==> config.mk <==
export PLATFORM = sky130hd
export DESIGN_NAME = fetch_queue_flat
export DESIGN_NICKNAME = d
export VERILOG_FILES = /design/src/rtl/fetch_queue_if.sv /design/src/rtl/fetch_queue.sv /design/src/flat_wrapper.sv
export SDC_FILE = /design/constraint.sdc
export NUM_CORES = 1
export LEC_CHECK = 0
export CAP_MARGIN = 0
export CORE_MARGIN = 2
export CORE_UTILIZATION = 44
export CTS_BUF_LIST = sky130_fd_sc_hd__clkbuf_2 sky130_fd_sc_hd__clkbuf_4 sky130_fd_sc_hd__clkbuf_8
export DETAILED_ROUTE_END_ITERATION = 10
export PLACE_DENSITY = 0.66
export SYNTH_ARGS = -nofsm -noshare
export SYNTH_HDL_FRONTEND = slang
export SYNTH_SLANG_ARGS = --single-unit
==> constraint.sdc <==
create_clock -name clk -period 5.8 [get_ports clk]
set_input_delay 1.16 -clock clk [delete_from_list [all_inputs] [get_ports clk]]
set_output_delay 1.16 -clock clk [all_outputs]
set_load 0.03 [all_outputs]
==> src/rtl/fetch_queue_if.sv <==
// Fetch-queue bus bundle: redirect input, instruction-memory request/response
// channel, and the decode-side head-of-queue handshake.
interface fetch_queue_if;
    logic        redirect_valid;
    logic [31:0] redirect_pc;
    logic        im_req;
    logic [31:0] im_addr;
    logic        im_ready;
    logic        im_rvalid;
    logic [31:0] im_rdata;
    logic        id_valid;
    logic [31:0] id_inst;
    logic [31:0] id_pc;
    logic        id_ready;

    // Fetch-queue side.
    modport master (
        input  redirect_valid, redirect_pc,
        output im_req, im_addr,
        input  im_ready, im_rvalid, im_rdata,
        output id_valid, id_inst, id_pc,
        input  id_ready
    );

    // Environment side: memory, EX redirect source, and decode.
    modport slave (
        output redirect_valid, redirect_pc,
        input  im_req, im_addr,
        output im_ready, im_rvalid, im_rdata,
        input  id_valid, id_inst, id_pc,
        output id_ready
    );
endinterface

==> src/rtl/fetch_queue.sv <==
// Instruction fetch queue: issues sequential instruction-memory reads, keeps
// fetched {pc, inst} pairs in a small FIFO for decode, and on a redirect
// flushes the FIFO and discards responses to requests already in flight.
module fetch_queue #(
    parameter int unsigned DEPTH    = 4,
    parameter logic [31:0] RESET_PC = 32'h0000_0000
) (
    input  logic          clk,
    input  logic          rst_n,
    fetch_queue_if.master bus
);
    localparam int unsigned PW = (DEPTH > 1) ? $clog2(DEPTH) : 1;
    localparam int unsigned CW = PW + 1;
    localparam logic [CW:0] DEPTH_L = (CW + 1)'(DEPTH);

    logic [31:0]   fetch_pc;
    logic [31:0]   rsp_pc;
    logic [CW-1:0] inflight;
    logic [CW-1:0] drop_cnt;
    logic [CW-1:0] count;
    logic [PW-1:0] rd_ptr;
    logic [PW-1:0] wr_ptr;
    logic [31:0]   mem_pc   [DEPTH];
    logic [31:0]   mem_inst [DEPTH];

    logic [CW:0]   occupancy;
    logic          accept;
    logic          resp;
    logic          drop;
    logic          push;
    logic          pop;

    // Request gating reserves a FIFO slot for every in-flight request, so a
    // push can never hit a full FIFO; redirect suppresses push, pop and request.
    always_comb begin
        occupancy    = {1'b0, count} + {1'b0, inflight};
        bus.im_req   = rst_n & ~bus.redirect_valid & (occupancy < DEPTH_L);
        bus.im_addr  = fetch_pc;
        bus.id_valid = (count != '0);
        bus.id_inst  = mem_inst[rd_ptr];
        bus.id_pc    = mem_pc[rd_ptr];
        accept       = bus.im_req & bus.im_ready;
        resp         = bus.im_rvalid;
        drop         = resp & (drop_cnt != '0);
        push         = resp & ~drop & ~bus.redirect_valid;
        pop          = bus.id_valid & bus.id_ready & ~bus.redirect_valid;
    end

    // Control state: PCs, in-flight/stale accounting, FIFO pointers and count.
    always_ff @(posedge clk or negedge rst_n) begin
        if (!rst_n) begin
            fetch_pc <= RESET_PC;
            rsp_pc   <= RESET_PC;
            inflight <= '0;
            drop_cnt <= '0;
            count    <= '0;
            rd_ptr   <= '0;
            wr_ptr   <= '0;
        end else if (bus.redirect_valid) begin
            // Every request still unanswered after this cycle becomes stale.
            fetch_pc <= bus.redirect_pc;
            rsp_pc   <= bus.redirect_pc;
            inflight <= inflight - CW'(resp);
            drop_cnt <= inflight - CW'(resp);
            count    <= '0;
            rd_ptr   <= '0;
            wr_ptr   <= '0;
        end else begin
            if (accept) begin
                fetch_pc <= fetch_pc + 32'd4;
            end
            inflight <= inflight + CW'(accept) - CW'(resp);
            if (drop) begin
                drop_cnt <= drop_cnt - CW'(1);
            end
            if (push) begin
                wr_ptr <= wr_ptr + PW'(1);
                rsp_pc <= rsp_pc + 32'd4;
            end
            if (pop) begin
                rd_ptr <= rd_ptr + PW'(1);
            end
            count <= count + CW'(push) - CW'(pop);
        end
    end

    // FIFO storage write; contents need no reset since count gates visibility.
    always_ff @(posedge clk) begin
        if (push) begin
            mem_pc[wr_ptr]   <= rsp_pc;
            mem_inst[wr_ptr] <= bus.im_rdata;
        end
    end
endmodule

==> src/flat_wrapper.sv <==
// flat-port wrapper written by rule: the top's interface ports become plain ports
module fetch_queue_flat 
#(
    parameter int unsigned DEPTH    = 4,
    parameter logic [31:0] RESET_PC = 32'h0000_0000
)
  (clk, rst_n, bus_redirect_valid, bus_redirect_pc, bus_im_req, bus_im_addr, bus_im_ready, bus_im_rvalid, bus_im_rdata, bus_id_valid, bus_id_inst, bus_id_pc, bus_id_ready);
  fetch_queue_if bus_i ();
  input  logic clk;
  input  logic rst_n;
  input wire logic [$bits(bus_i.redirect_valid)-1:0] bus_redirect_valid;
  input wire logic [$bits(bus_i.redirect_pc)-1:0] bus_redirect_pc;
  output wire logic [$bits(bus_i.im_req)-1:0] bus_im_req;
  output wire logic [$bits(bus_i.im_addr)-1:0] bus_im_addr;
  input wire logic [$bits(bus_i.im_ready)-1:0] bus_im_ready;
  input wire logic [$bits(bus_i.im_rvalid)-1:0] bus_im_rvalid;
  input wire logic [$bits(bus_i.im_rdata)-1:0] bus_im_rdata;
  output wire logic [$bits(bus_i.id_valid)-1:0] bus_id_valid;
  output wire logic [$bits(bus_i.id_inst)-1:0] bus_id_inst;
  output wire logic [$bits(bus_i.id_pc)-1:0] bus_id_pc;
  input wire logic [$bits(bus_i.id_ready)-1:0] bus_id_ready;
  assign bus_i.redirect_valid = bus_redirect_valid;
  assign bus_i.redirect_pc = bus_redirect_pc;
  assign bus_im_req = bus_i.im_req;
  assign bus_im_addr = bus_i.im_addr;
  assign bus_i.im_ready = bus_im_ready;
  assign bus_i.im_rvalid = bus_im_rvalid;
  assign bus_i.im_rdata = bus_im_rdata;
  assign bus_id_valid = bus_i.id_valid;
  assign bus_id_inst = bus_i.id_inst;
  assign bus_id_pc = bus_i.id_pc;
  assign bus_i.id_ready = bus_id_ready;
  fetch_queue #(.DEPTH(DEPTH), .RESET_PC(RESET_PC)) u_core (.clk(clk), .rst_n(rst_n), .bus(bus_i));
endmodule
==> run summary <==
Post_cts resized: 0
CTS root buf: clkbuf_8
Final WS setup: 1.47 ns
Iter 0 DRT Violations: 589
Most instantiated library cell after synthesis: edfxtp_1
Area delta synth->final: 23.8%
IO buf count: 167
R2R Setup Slk: 2.43 ns
IO Count: 168
Dpl hpwl: 17300 um
#FFs+latches synth: 333
Type of the worst min-delay path: reg -> reg
Synth top area share: 0.567
Worst hold path stage count: 1
Crit start category: flip-flop
DRT antenna net count: 0
Power Dens Cells: 401 mW/mm^2
Unique cell type count in the Yosys netlist: 46
Pre-CTS WS: 1.77 ns
Initial antenna violation count: 0
H-tree Lvls: 2
Layout cell share with drive strength beyond 1: 0.177
Final setup vio count: 0
Arrival @ worst endpoint: 3.17 ns
Hold_buf cts: 0
Final Hold Violating Endpoints: 0
Syn nets: 897
Max_cap viols: 0
Core area: 0.0305 mm^2
Fmax: 231 MHz
Post-Syn Instances: 809
FF-to-FF path depth: 9
Number of cell rows: 64
# nets final: 1093
Global route overflow: 0
Clock Pin Slew Worst Setup and Hold Paths: 0.06 ns
Core Util, Final: 0.550
WL final: 28100 um
Max Transition Viols Final: 0
Largest net degree at the start of global routing: 78
Hold Path End: u_core.inflight[2]
Mean routed wirelength per cell: 19.4 um
Initial Util: 0.445
DR pass1 iterations: 5
Die Ht: 180 um
Die W: 180 um
Clk sinks: 333
Most used DFF post-synth: edfxtp_1
Status: finished clean
Leak Pwr: 0.00573 uW
Num CTS Buffers: 54
Vias in the first global route: 8048
CP Capture Type: output pin
Vias/cell: 5.41
Mapped cell area: 0.0136 mm^2
CTS tree: done
Sequential-to-total area share from yosys stat: 0.709
Synth warnings: 0
Number of synthesized flops with an enable pin: 256
Top cells by area, synth: edfxtp_1, dfrtp_1, mux4_2, xnor2_1, o21ai_0
Diode count: 0
Crit path time final: 4.33 ns
Post-CTS setup repair buffer count: 0
Hold Startpoint: u_core.inflight[2]
Worst flop-to-flop path startpoint: u_core.count[1]
RSZ-0062 raised after global routing: false
DRC: 0
Peak supply drop: 0.000154 V
Setup TNS Final: 0 ns
Worst Setup Path Type: reg -> out
Global-route wire length before repair: 44900 um
Synth area leader: edfxtp_1
Syn Area/Cell: 16.8 um^2
Via count: 7830
Setup Skew: 0.0142 ns
Post-synth top cells: edfxtp_1, dfrtp_1, mux4_2
DIE AREA: 0.0322 mm^2
Share of the clock period used by the worst path: 0.746
Worst rel slew slack: 0.300
Total GRT Usage: 0.176
CP max FO: 38
Gpl congestion: 0.817
Clk_lat worst skew: 0.56 ns
R2R Path End: u_core.inflight[2]
Max Buffers Root-to-Sink: 3
Actual slew at the worst max-slew pin: 1.05 ns
Async set-reset flop share out of synthesis: 0.231
CP Data Required Time: 4.64 ns
[routing by layer]
| metal | track usage | share of wire |
|---|---|---|
| met2 | 0.269 | 0.46 |
| met4 | 0.0475 | 0.015 |
| met3 | 0.0363 | 0.059 |
| met1 | 0.259 | 0.46 |
| met5 | 0 | 0 |
[worst max-delay path: stages (launching register included)]
cell and delay, ns:
dfrtp_4 0.91, buf_4 0.47, mux4_2 0.59, clkdlybuf4s50_1 0.61
[report_power, final]
part | switching [uW] | total, uW | internal (uW)
clock network | 894 | 2090 | 1200
registers | 215 | 2950 | 2740
logic | 884 | 1690 | 804
[cell type report]
cell class	instances	area, um^2
clock inverters	24	190
clock buffers	78	955
multi-input cells	411	3690
flip-flops and latches	333	9620
repair buffers	175	1720
well taps	396	495
inverters	30	114
fillers	2485	13700
[layout by cell type, fill, tap and decap left out, types with 12 or more instances in the layout]
| master | count |
|---|---|
| clkbuf_4 | 19 |
| clkbuf_8 | 59 |
| clkdlybuf4s50_1 | 165 |
| clkinv_1 | 12 |
| dfrtp_1 | 75 |
| edfxtp_1 | 256 |
| ha_1 | 16 |
| inv_1 | 28 |
| mux4_2 | 64 |
| nand2_1 | 56 |
| nand3_1 | 26 |
| nand4_1 | 20 |
| nor2_1 | 25 |
| nor4_1 | 16 |
| o211ai_1 | 16 |
| o21ai_0 | 44 |
| xnor2_1 | 27 |
| xor2_1 | 18 |
[metrics by stage]
| step | power (uW) | area, um^2 | hold WS, ns | std cells |
|---|---|---|---|---|
| detailed placement | 4720 | 15600 | 0.522 | 1345 |
| CTS | 6830 | 16800 | 0.536 | 1447 |
| global placement | 4700 | 15600 | 0.509 | 1345 |
| global route | 7050 | 16800 | 0.546 | 1447 |
| finish | 6730 | 16800 | 0.522 | 1447 |
| floorplan | 4050 | 13600 | 0.476 | 809 |
[cells by family after synthesis]
logic type | Yosys count | share of synthesized area
AOI/OAI and AO/OA | 87 | 0.0387
and+or+nand+nor | 190 | 0.0741
adders and majority gates | 18 | 0.0177
DFF | 333 | 0.709
muxes | 71 | 0.112
xor gates and xnor gates | 45 | 0.0291
buffers and inverters | 65 | 0.0196
[flip-flops by register name, indices dropped and copies added, names as in the netlist]
signal and count:
u_core.bus.im_addr 32, u_core.rd_ptr 2, u_core.wr_ptr 2, u_core.inflight 3
u_core.mem_inst 128, u_core.rsp_pc 32, u_core.count 3, u_core.drop_cnt 3
u_core.mem_pc 128
[worst max path at each step]
stage / start / end / slack [ns] / cells after the start
after floorplan: bus_redirect_valid / bus_im_req / 2.25 / 2
after global routing: u_core.rd_ptr[0] / bus_id_pc[5] / 1.23 / 3
after detailed placement: bus_im_ready / u_core.inflight[2] / 1.77 / 8
after CTS: u_core.rd_ptr[0] / bus_id_pc[22] / 1.31 / 3
final: u_core.rd_ptr[0] / bus_id_pc[5] / 1.47 / 3
after global placement: bus_redirect_valid / u_core.inflight[2] / 1.84 / 9
Power figures use the tool's default switching activity.
